==> config.mk <==
export PLATFORM = sky130hd
export DESIGN_NAME = counter_rco_monitor
export DESIGN_NICKNAME = d
export VERILOG_FILES = /design/src/rtl/counter_rco_monitor.sv
export SDC_FILE = /design/constraint.sdc
export NUM_CORES = 1
export LEC_CHECK = 0
export CAP_MARGIN = 20
export CELL_PAD_IN_SITES_DETAIL_PLACEMENT = 0
export CELL_PAD_IN_SITES_GLOBAL_PLACEMENT = 1
export CORE_ASPECT_RATIO = 1.5
export CORE_UTILIZATION = 35
export DETAILED_ROUTE_END_ITERATION = 10
export PLACE_DENSITY = 0.77
export SLEW_MARGIN = 20
export SYNTH_ARGS = -nofsm -noshare
export SYNTH_HDL_FRONTEND = slang
export SYNTH_SLANG_ARGS = --single-unit
==> constraint.sdc <==
create_clock -name clk -period 2.28 [get_ports clk]
set_input_delay 0.57 -clock clk [delete_from_list [all_inputs] [get_ports clk]]
set_output_delay 0.57 -clock clk [all_outputs]
set_load 0.05 [all_outputs]
==> src/rtl/counter_rco_monitor.sv <==
// counter_rco_monitor
// Watches the 4-bit counter's rco/load/Q outputs. It counts accepted rco
// rising edges and measures the cycle distance between consecutive edges.
// Each measured period is checked against a programmed expected value.
//
// Ports:
//   clk          clock, all logic on the rising edge
//   reset        synchronous active-high reset
//   rco          ripple-carry-out from the counter
//   load         load indicator from the counter (aborts a measurement)
//   Q            counter value, captured into q_snap on accepted events
//   exp_period   expected cycles between rco rising edges (0 = no check)
//   clr_flags    clears the sticky mismatch/overflow flags
//   period       last measured period (held between events)
//   period_valid one-cycle pulse when period updates
//   q_snap       Q sampled at the last accepted event
//   wrap_count   accepted events, modulo 2^WRAP_W
//   mismatch     sticky: measured period differed from nonzero exp_period
//   overflow     sticky: period counter saturated
//   busy         high while measuring (RUN state)
module counter_rco_monitor #(
  parameter int unsigned PERIOD_W = 8,
  parameter int unsigned WRAP_W   = 8
) (
  input  logic                clk,
  input  logic                reset,
  input  logic                rco,
  input  logic                load,
  input  logic [3:0]          Q,
  input  logic [PERIOD_W-1:0] exp_period,
  input  logic                clr_flags,
  output logic [PERIOD_W-1:0] period,
  output logic                period_valid,
  output logic [3:0]          q_snap,
  output logic [WRAP_W-1:0]   wrap_count,
  output logic                mismatch,
  output logic                overflow,
  output logic                busy
);

  localparam int unsigned Q_W = 4;
  localparam logic [PERIOD_W-1:0] CNT_MAX = '1;

  typedef enum logic {
    IDLE = 1'b0,
    RUN  = 1'b1
  } state_t;

  state_t              state;
  state_t              state_nxt;
  logic [PERIOD_W-1:0] cnt;
  logic [PERIOD_W-1:0] cnt_nxt;
  logic                rco_d;
  logic [PERIOD_W-1:0] period_nxt;
  logic                period_valid_nxt;
  logic [Q_W-1:0]      q_snap_nxt;
  logic [WRAP_W-1:0]   wrap_count_nxt;
  logic                mismatch_nxt;
  logic                overflow_nxt;
  logic                busy_nxt;
  logic                mismatch_set_c;
  logic                overflow_set_c;
  logic                rco_evt_c;

  // Rising edge of rco; a multi-cycle-high rco yields a single event.
  assign rco_evt_c = rco & ~rco_d;

  // State register and all registered outputs.
  always_ff @(posedge clk) begin
    if (reset) begin
      state        <= IDLE;
      cnt          <= '0;
      rco_d        <= 1'b0;
      period       <= '0;
      period_valid <= 1'b0;
      q_snap       <= '0;
      wrap_count   <= '0;
      mismatch     <= 1'b0;
      overflow     <= 1'b0;
      busy         <= 1'b0;
    end else begin
      state        <= state_nxt;
      cnt          <= cnt_nxt;
      rco_d        <= rco;
      period       <= period_nxt;
      period_valid <= period_valid_nxt;
      q_snap       <= q_snap_nxt;
      wrap_count   <= wrap_count_nxt;
      mismatch     <= mismatch_nxt;
      overflow     <= overflow_nxt;
      busy         <= busy_nxt;
    end
  end

  // Next-state and next-output logic.
  always_comb begin
    state_nxt        = state;
    cnt_nxt          = cnt;
    period_nxt       = period;
    period_valid_nxt = 1'b0;
    q_snap_nxt       = q_snap;
    wrap_count_nxt   = wrap_count;
    mismatch_set_c   = 1'b0;
    overflow_set_c   = 1'b0;

    if (load) begin
      // load aborts any measurement and masks a coincident event.
      state_nxt = IDLE;
      cnt_nxt   = '0;
    end else begin
      unique case (state)
        IDLE: begin
          if (rco_evt_c) begin
            // First edge only starts the measurement; no period yet.
            state_nxt      = RUN;
            cnt_nxt        = PERIOD_W'(1);
            wrap_count_nxt = wrap_count + WRAP_W'(1);
            q_snap_nxt     = Q;
          end
        end
        RUN: begin
          if (rco_evt_c) begin
            period_nxt       = cnt;
            period_valid_nxt = 1'b1;
            wrap_count_nxt   = wrap_count + WRAP_W'(1);
            q_snap_nxt       = Q;
            cnt_nxt          = PERIOD_W'(1);
            mismatch_set_c   = (exp_period != '0) && (cnt != exp_period);
          end else begin
            // Saturating count; reaching the ceiling flags overflow.
            if (cnt != CNT_MAX) begin
              cnt_nxt = cnt + PERIOD_W'(1);
            end
            overflow_set_c = (cnt_nxt == CNT_MAX);
          end
        end
        default: begin
          state_nxt = IDLE;
          cnt_nxt   = '0;
        end
      endcase
    end

    // A set condition in the same cycle wins over clr_flags.
    mismatch_nxt = mismatch_set_c | (mismatch & ~clr_flags);
    overflow_nxt = overflow_set_c | (overflow & ~clr_flags);
    busy_nxt     = (state_nxt == RUN);
  end

endmodule
# Word-level counts from Yosys, hierarchy flattened
# Index checks and enable logic that the tools add are counted.
[word_totals]
wordCells = 47
reg_bits = 33
output_inout_bits = 24
in_bits = 17
[classes]
n_reduce_logical = 6
add_sub_neg = 2
n_bitwise = 9
muxes = 17
n_eq_ne = 4
[op_table]
columns = ["operator", "n"]
rows = [
  ["2-to-1 mux 8 bit", 7],
  ["adder 8 x 1 -> 8 bit (second input constant)", 2],
  ["one-hot mux 8 bit (2 select lines)", 1],
  ["equality test 8 bit (second input constant)", 1],
  ["2-to-1 mux 1 bit", 8],
  ["inequality test 8 bit", 1],
  ["inequality test 8 bit (second input constant)", 1],
  ["nonzero test 8 bit", 1],
  ["2-to-1 mux 4 bit", 1],
  ["inverter 1 bit", 4],
  ["AND 1 bit", 3],
  ["AND reduction 3 bit", 1],
  ["OR reduction 3 bit", 1],
  ["inequality test 2 bit (second input constant)", 1],
  ["bitwise OR 1 bit", 2],
  ["AND reduction 2 bit", 1],
  ["OR reduction 2 bit", 1],
  ["logical AND 1 bit", 1],
]

# Logic depth before layout (Yosys ltp)
# Gate-level depths: netlist (run 1).
[logic_depth]
word_depth = 10
mapped_depth = 7
mapped_depth_nobuf = 6

# Worst setup path after synthesis (run 1)
# No wires, ideal clock.
[synth_timing]
kind = "input port to flip-flop"
start = "in reset"
end = "reg overflow"
stages = 5
n_path_buf = 1
setup_time_ns = 0.092
setup_slack_ns = 0.580
t_arrival_ns = 1.608
required_time_ns = 2.188
cell_sequence = "buf_2 > nor2_1 > nand2_1 > or4_1 > o32ai_1"
[synth_rtl]
columns = ["element", "line_no", "rtl"]
rows = [
  ["start: declaration", "26", "input logic reset,"],
  ["end signal: assignment", "90", "overflow <= overflow_nxt;"],
  ["end: declaration", "37", "output logic overflow,"],
]

# Worst setup path after layout (run 1)
[layout_timing]
start = "reg wrap_count[2]"
end = "out wrap_count[2]"
[layout_rtl]
columns = ["element", "line_no", "rtl"]
rows = [
  ["start: declaration", "35", "output logic [WRAP_W-1:0] wrap_count,"],
  ["start signal: assignment", "88", "wrap_count <= wrap_count_nxt;"],
]
# No word-level cell between the ends.

==> flow_summary.toml, run 1 <==
[min_path]
min_from = "period[5]"
hold_path_class = "reg -> reg"

[die]
dieArea_mm2 = 0.00473
rows = 29
start_util_pct = 36.8
core-area_mm2 = 0.00425
die_x_um = 56.5
die_h_um = 83.8
ios = 41

[worst_setup_path]
crit_arrival_ps = 1530
max_stage_delay_ps = 830
r2r_slack_ps = 420
r2r-end = "overflow"
cp-start-kind = "flip-flop"
critPathKind = "reg -> out"
cp_top_family = "buffers and inverters"
setup.worst_path.end = "wrap_count[2]"
cp_data_required_time_ps = 1710
slowest_stage = "clkdlybuf4s50_1"
crit_chain = "clkdlybuf4s50_1"
worst_setup_path_end_kind = "output port"
path_buf_inv = 1
timing.rr.start = "cnt[1]"
cp_num_cells = 1
r2r_cells = 6
startpoint = "wrap_count[2]"
path_max_fanout = 5

[cells_and_area]
drive_gt1_share_pct = 9.38
multi_input_area_um2 = 826
post-route-util_pct = 49.7
fillCellCount = 418
antennaDiodeCount = 0
area_growth_pct = 35.3
finalNetCount = 242
seq_area_um2 = 661

[logic_synthesis]
ys_warn_count = 0
postSynthCellCount = 183
ys_ff_latch = 33
synthAdderAreaFrac_pct = 1.60
ys.flop_type = "dfxtp_1"
muxShareOfSynthArea_pct = 4.49
synth_top_area_share_pct = 42.3
synth-compound-area-share_pct = 12.2
synth_nets = 202
synth_area_leader_cell = "dfxtp_1"
synth_area_mm2 = 0.00156
seq_area_frac_synth_pct = 42.3
async_reset_ff_share_pct = 0
synth_top_family_by_area = "simple AND/OR/NAND/NOR gates"
yosys.area_share.xor_xnor_pct = 10.1
synth_cell_types = 37
synthSimpleGateAreaFrac_pct = 24.2
synth_area_leaders = "dfxtp_1 42%, xnor2_1 6.7%, nand2_1 5.3%"
synth-edff-count = 0
syn_avg_cell_area_um2 = 8.53

[clock_tree]
cts_buffers = 5
clockRootBuffer = "clkbuf_8"
hold_buffers = 0
cts.sinks = 33
cts_tree = "built"
post_cts_buffers = 0
h-tree-depth = 2
worstSkewPairLatency_ps = 290
clk_path_buf_depth = 2
clk_pin_slew_worst_paths_ps = 70
cts_resized = 0

[global_route]
grt_pass1_wl_mm = 6.30
grtUsageTotal_pct = 16.7
antenna_found_initial = 0
grt_max_degree = 25
grt_pass1_vias = 1409
gr-total-overflow = 0

[pwr]
switching_power_mw = 0.283
power.density_mw_per_mm2 = 607
irDropWorstVdd_v = 0.000414
p_clk_share_pct = 44.5
combPwrFrac_pct = 9.3
swShare_pct = 22.1
leakage_nw = 0.735
p_int_mw = 0.998
seq_power_share_pct = 46.2

[route]
wl_mm = 3.71
wl_met2_mm = 1.90
wl_per_cell_um = 13.7
routed.top_layer = "met4"
drt-initial-drc-count = 19
drc = 0
vias = 1415
wl_met1_mm = 1.55
drtPass1Iterations = 4
ant_nets = 0
wl_met3_um = 163
drt-vias-per-instance = 5.24

[sta]
finalClockSkew_ps = 10.6
drv_slew = 0
hold_viol_final = 0
max_freq_mhz = 476
grt_setup_unrepaired = "no"
period_share_pct = 92.1
finalSetupTns_ps = 0
period_needed_ps = 2100
worstMarginPinSlew_ps = 506
slew_headroom_pct = 66.1
setup_viol = 0

[run]
drv_cap = 0

[placed_design]
io_buffers = 40
gp_congestion = 0.831
dpl.hpwl_mm = 2.72

[status]
status = "complete, no violations"
[per-stage QoR]
step	cells	power [mW]	cell area (um^2)	worst slack (ps)	hold WS, ps
finish	270	1.28	2110	181	461
floorplan	183	0.670	1560	580	508
global route	270	1.33	2110	135	480
detailed placement	262	0.725	1990	204	451
global placement	262	0.723	1990	247	448
CTS	270	1.30	2110	160	461
[cell usage after synthesis (3+ instances only)]
cell      number
nand4_1        6
and3_1         3
xnor2_1       12
buf_2          6
mux2i_1        7
nand2_1       22
dfxtp_1       33
nand2b_1       4
a21oi_1       13
o21ai_1        4
nand3_1        8
clkbuf_1       5
xor2_1         6
nor2_1        22
[tightest hold or removal path, stage by stage, from the launching register on]
cell and delay, ps:
dfxtp_1 310, nand2_1 50, a21oi_1 50
[area by class of cell]
class                      count  share of cell area, %
clock buffer                   7                   4.09
tap                           46                   2.73
sequential                    33                   31.3
multi-input combinational    135                   39.1
clock inverter                 1                   1.42
timing repair buffer          46                   21.0
inverter                       2                  0.356
[cell families (layout without fill, tap and decap cells)]
| kind of cell | Yosys count | after routing |
|---|---|---|
| adders and majority gates | 2 | 2 |
| DFF | 33 | 33 |
| muxes | 7 | 7 |
| AOI/OAI and AO/OA | 31 | 31 |
| buffers and inverters | 15 | 56 |
| xor gates and xnor gates | 18 | 18 |
| and+or+nand+nor | 77 | 77 |
[how the worst min path moves through the flow]
stage	endpoint	cells past startpoint	slack, ps
final	period[5]	2	460
after global routing	period[2]	2	480
after CTS	period[2]	2	460
after detailed placement	period[2]	2	450
after global placement	period[5]	2	450
after floorplan	period[1]	2	510
[power by group through the flow]
stage / combinational, mW / sequential, mW / clock (mW)
5_1_grt: 0.129 / 0.593 / 0.610
4_1_cts: 0.121 / 0.592 / 0.586
3_5_place_dp: 0.120 / 0.605 / 0
2_1_floorplan: 0.0453 / 0.625 / 0
3_3_place_gp: 0.118 / 0.605 / 0
6_report: 0.119 / 0.592 / 0.570
[state kept, by name, summed over array words and instances, names as in the netlist]
signal,cells
cnt,8
period_valid,1
period,8
state,1
q_snap,4
overflow,1
rco_d,1
mismatch,1
wrap_count,8
[layout by cell type, fill, tap and decap left out, types with 2 or more instances in the layout]
cell type	Yosys	routed
and3_1	3	3
clkdlybuf4s50_1	0	39
o21ai_0	2	2
nor4_1	2	2
a211oi_1	2	2
and4_1	2	2
o21ai_1	4	4
ha_1	2	2
dfxtp_1	33	33
buf_4	0	7
a21boi_1	2	2
a31oi_1	2	2
a21oi_1	13	13
nand2b_1	4	4
clkbuf_8	0	6
nand2_1	22	22
nor2_1	22	22
mux2i_1	7	7
xnor2_1	12	12
nand3_1	8	8
xor2_1	6	6
nand4_1	6	6
o211ai_1	2	2
[routing by layer]
metal  vias to the layer above  GRT usage [%]
li1                        712              -
met1                       650           18.2
met2                        42           29.8
met3                        11           3.72
met4                         0           7.54
met5                         -              0
No activity file was read; power rests on OpenSTA's default activity.
==> run 2: changes to the inputs <==
Settings changed: SLEW_MARGIN 20 to unset.
==> results of run 2 <==
The final DEF is identical to that of run 1; final timing and power are the same.
==> run 3: changes to the inputs <==
Settings changed: CORE_ASPECT_RATIO 1.5 to 0.7, SKIP_CTS_REPAIR_TIMING set to 1.
==> flow_summary.toml, run 3 (synthesis results as in run 1) <==
[min_path]
hold_end = "period[3]"
min_from = "period[3]"
hold_depth = 2
hold_path_class = "reg -> reg"

[worst_setup_path]
path_max_fanout = 5
path_buf_inv = 1
slowest_stage = "clkdlybuf4s50_1"
max_stage_delay_ps = 840
cp-start-kind = "flip-flop"
crit_chain = "clkdlybuf4s50_1"
crit_arrival_ps = 1540
cp_data_required_time_ps = 1710
timing.rr.start = "cnt[0]"
startpoint = "wrap_count[2]"
r2r-end = "overflow"
critPathKind = "reg -> out"
r2r_cells = 6
r2r_slack_ps = 290
worst_setup_path_end_kind = "output port"
cp_top_family = "buffers and inverters"

[clock_tree]
h-tree-depth = 2
clk_path_buf_depth = 2
cts_tree = "built"
clockRootBuffer = "clkbuf_8"
cts_buffers = 5
cts.sinks = 33
clk_pin_slew_worst_paths_ps = 70
worstSkewPairLatency_ps = 280

[global_route]
grt_pass1_wl_mm = 6.24
grt_max_degree = 25
grt_pass1_vias = 1357
grtUsageTotal_pct = 17.8
gr-total-overflow = 0
antenna_found_initial = 0

[die]
ios = 41
die_x_um = 81.8
dieArea_mm2 = 0.00473
die_h_um = 57.9
core-area_mm2 = 0.00409
start_util_pct = 38.2
rows = 19

[sta]
setup_viol = 0
period_share_pct = 92.6
max_freq_mhz = 474
finalClockSkew_ps = 5.88
grt_setup_unrepaired = "no"
hold_viol_final = 0
period_needed_ps = 2110
finalSetupTns_ps = 0
drv_slew = 0
worstMarginPinSlew_ps = 511
slew_headroom_pct = 65.8

[cells_and_area]
drive_gt1_share_pct = 9.82
antennaDiodeCount = 0
final_cell_mix = "39 x clkdlybuf4s50_1, 33 x dfxtp_1, 22 x nand2_1, 22 x nor2_1, 13 x a21oi_1"
finalNetCount = 242
final_cell_area_mm2 = 0.00209
layout_commonest_cell = "clkdlybuf4s50_1"
fillCellCount = 398
reg_top3 = "cnt (8), period (8), wrap_count (8)"
area_growth_pct = 33.8

[route]
vias = 1413
drt-initial-drc-count = 55
drc = 0
ant_nets = 0
wl_mm = 3.80
drt-vias-per-instance = 5.12
wl_per_cell_um = 13.8
drtPass1Iterations = 4

[pwr]
leakage_nw = 0.720
p_total_mw = 1.14
irDropWorstVdd_v = 0.000351
power.density_mw_per_mm2 = 544

[placed_design]
gp_congestion = 0.821
dpl-instance-area_mm2 = 0.00200
dpl.hpwl_mm = 2.85
io_buffers = 40

[run]
drv_cap = 0

[status]
status = "complete, no violations"
## run 3: cell count changes in the layout (fill, tap and decap cells not counted), sizes merged
| cell | delta |
|---|---|
| bufinv | -1 |
| clkbuf | -2 |
| clkinv | +2 |
| clkinvlp | +1 |
## run 3: per-stage QoR
step	hold slack [ps]	util [%]	instances	setup WS, ps
2_1_floorplan	508	-	183	580
3_3_place_gp	448	49.0	268	204
3_5_place_dp	448	49.0	268	169
4_1_cts	458	51.1	276	157
5_1_grt	478	51.1	276	110
6_report	455	51.1	276	169
## run 3: how the worst max path moves through the flow
stage               cells past startpoint  slack, ps            end
floorplan                               5        580       overflow
detailed placement                      6        170  wrap_count[5]
finish                                  1        170  wrap_count[2]
CTS                                     1        160  wrap_count[2]
global placement                        6        200  wrap_count[5]
global route                            1        110  wrap_count[3]
## run 3: metal layers
metal	global-route usage, %	share of wire, %	up-vias
li1	-	-	706
met1	24.3	48	650
met2	26.4	44	52
met3	5.04	7.1	5
met4	7.27	1.1	0
met5	0	0	-
## run 3: where the power goes
group | switching [mW] | total, mW | internal, mW
Sequential | 0.0103 | 0.595 | 0.585
Clock | 0.212 | 0.423 | 0.210
Combinational | 0.0609 | 0.118 | 0.0572
Total | 0.284 | 1.14 | 0.852
## run 3: final cells by class
type                            instances  area (um^2)  area share [%]
Multi-Input combinational cell        135          826            39.5
Sequential cell                        33          661            31.6
Timing Repair Buffer                   46          443            21.2
Clock buffer                            5         68.8            3.30
Tap cell                               52         65.1            3.12
Clock inverter                          3         17.5           0.839
Inverter                                2         7.51           0.359
## run 3: worst min-delay path, delay by kind of cell, from the launching register on
family / cells / cell delay (ps)
AOI/OAI and AO/OA: 1 / 50
DFF: 1 / 310
and+or+nand+nor: 1 / 50
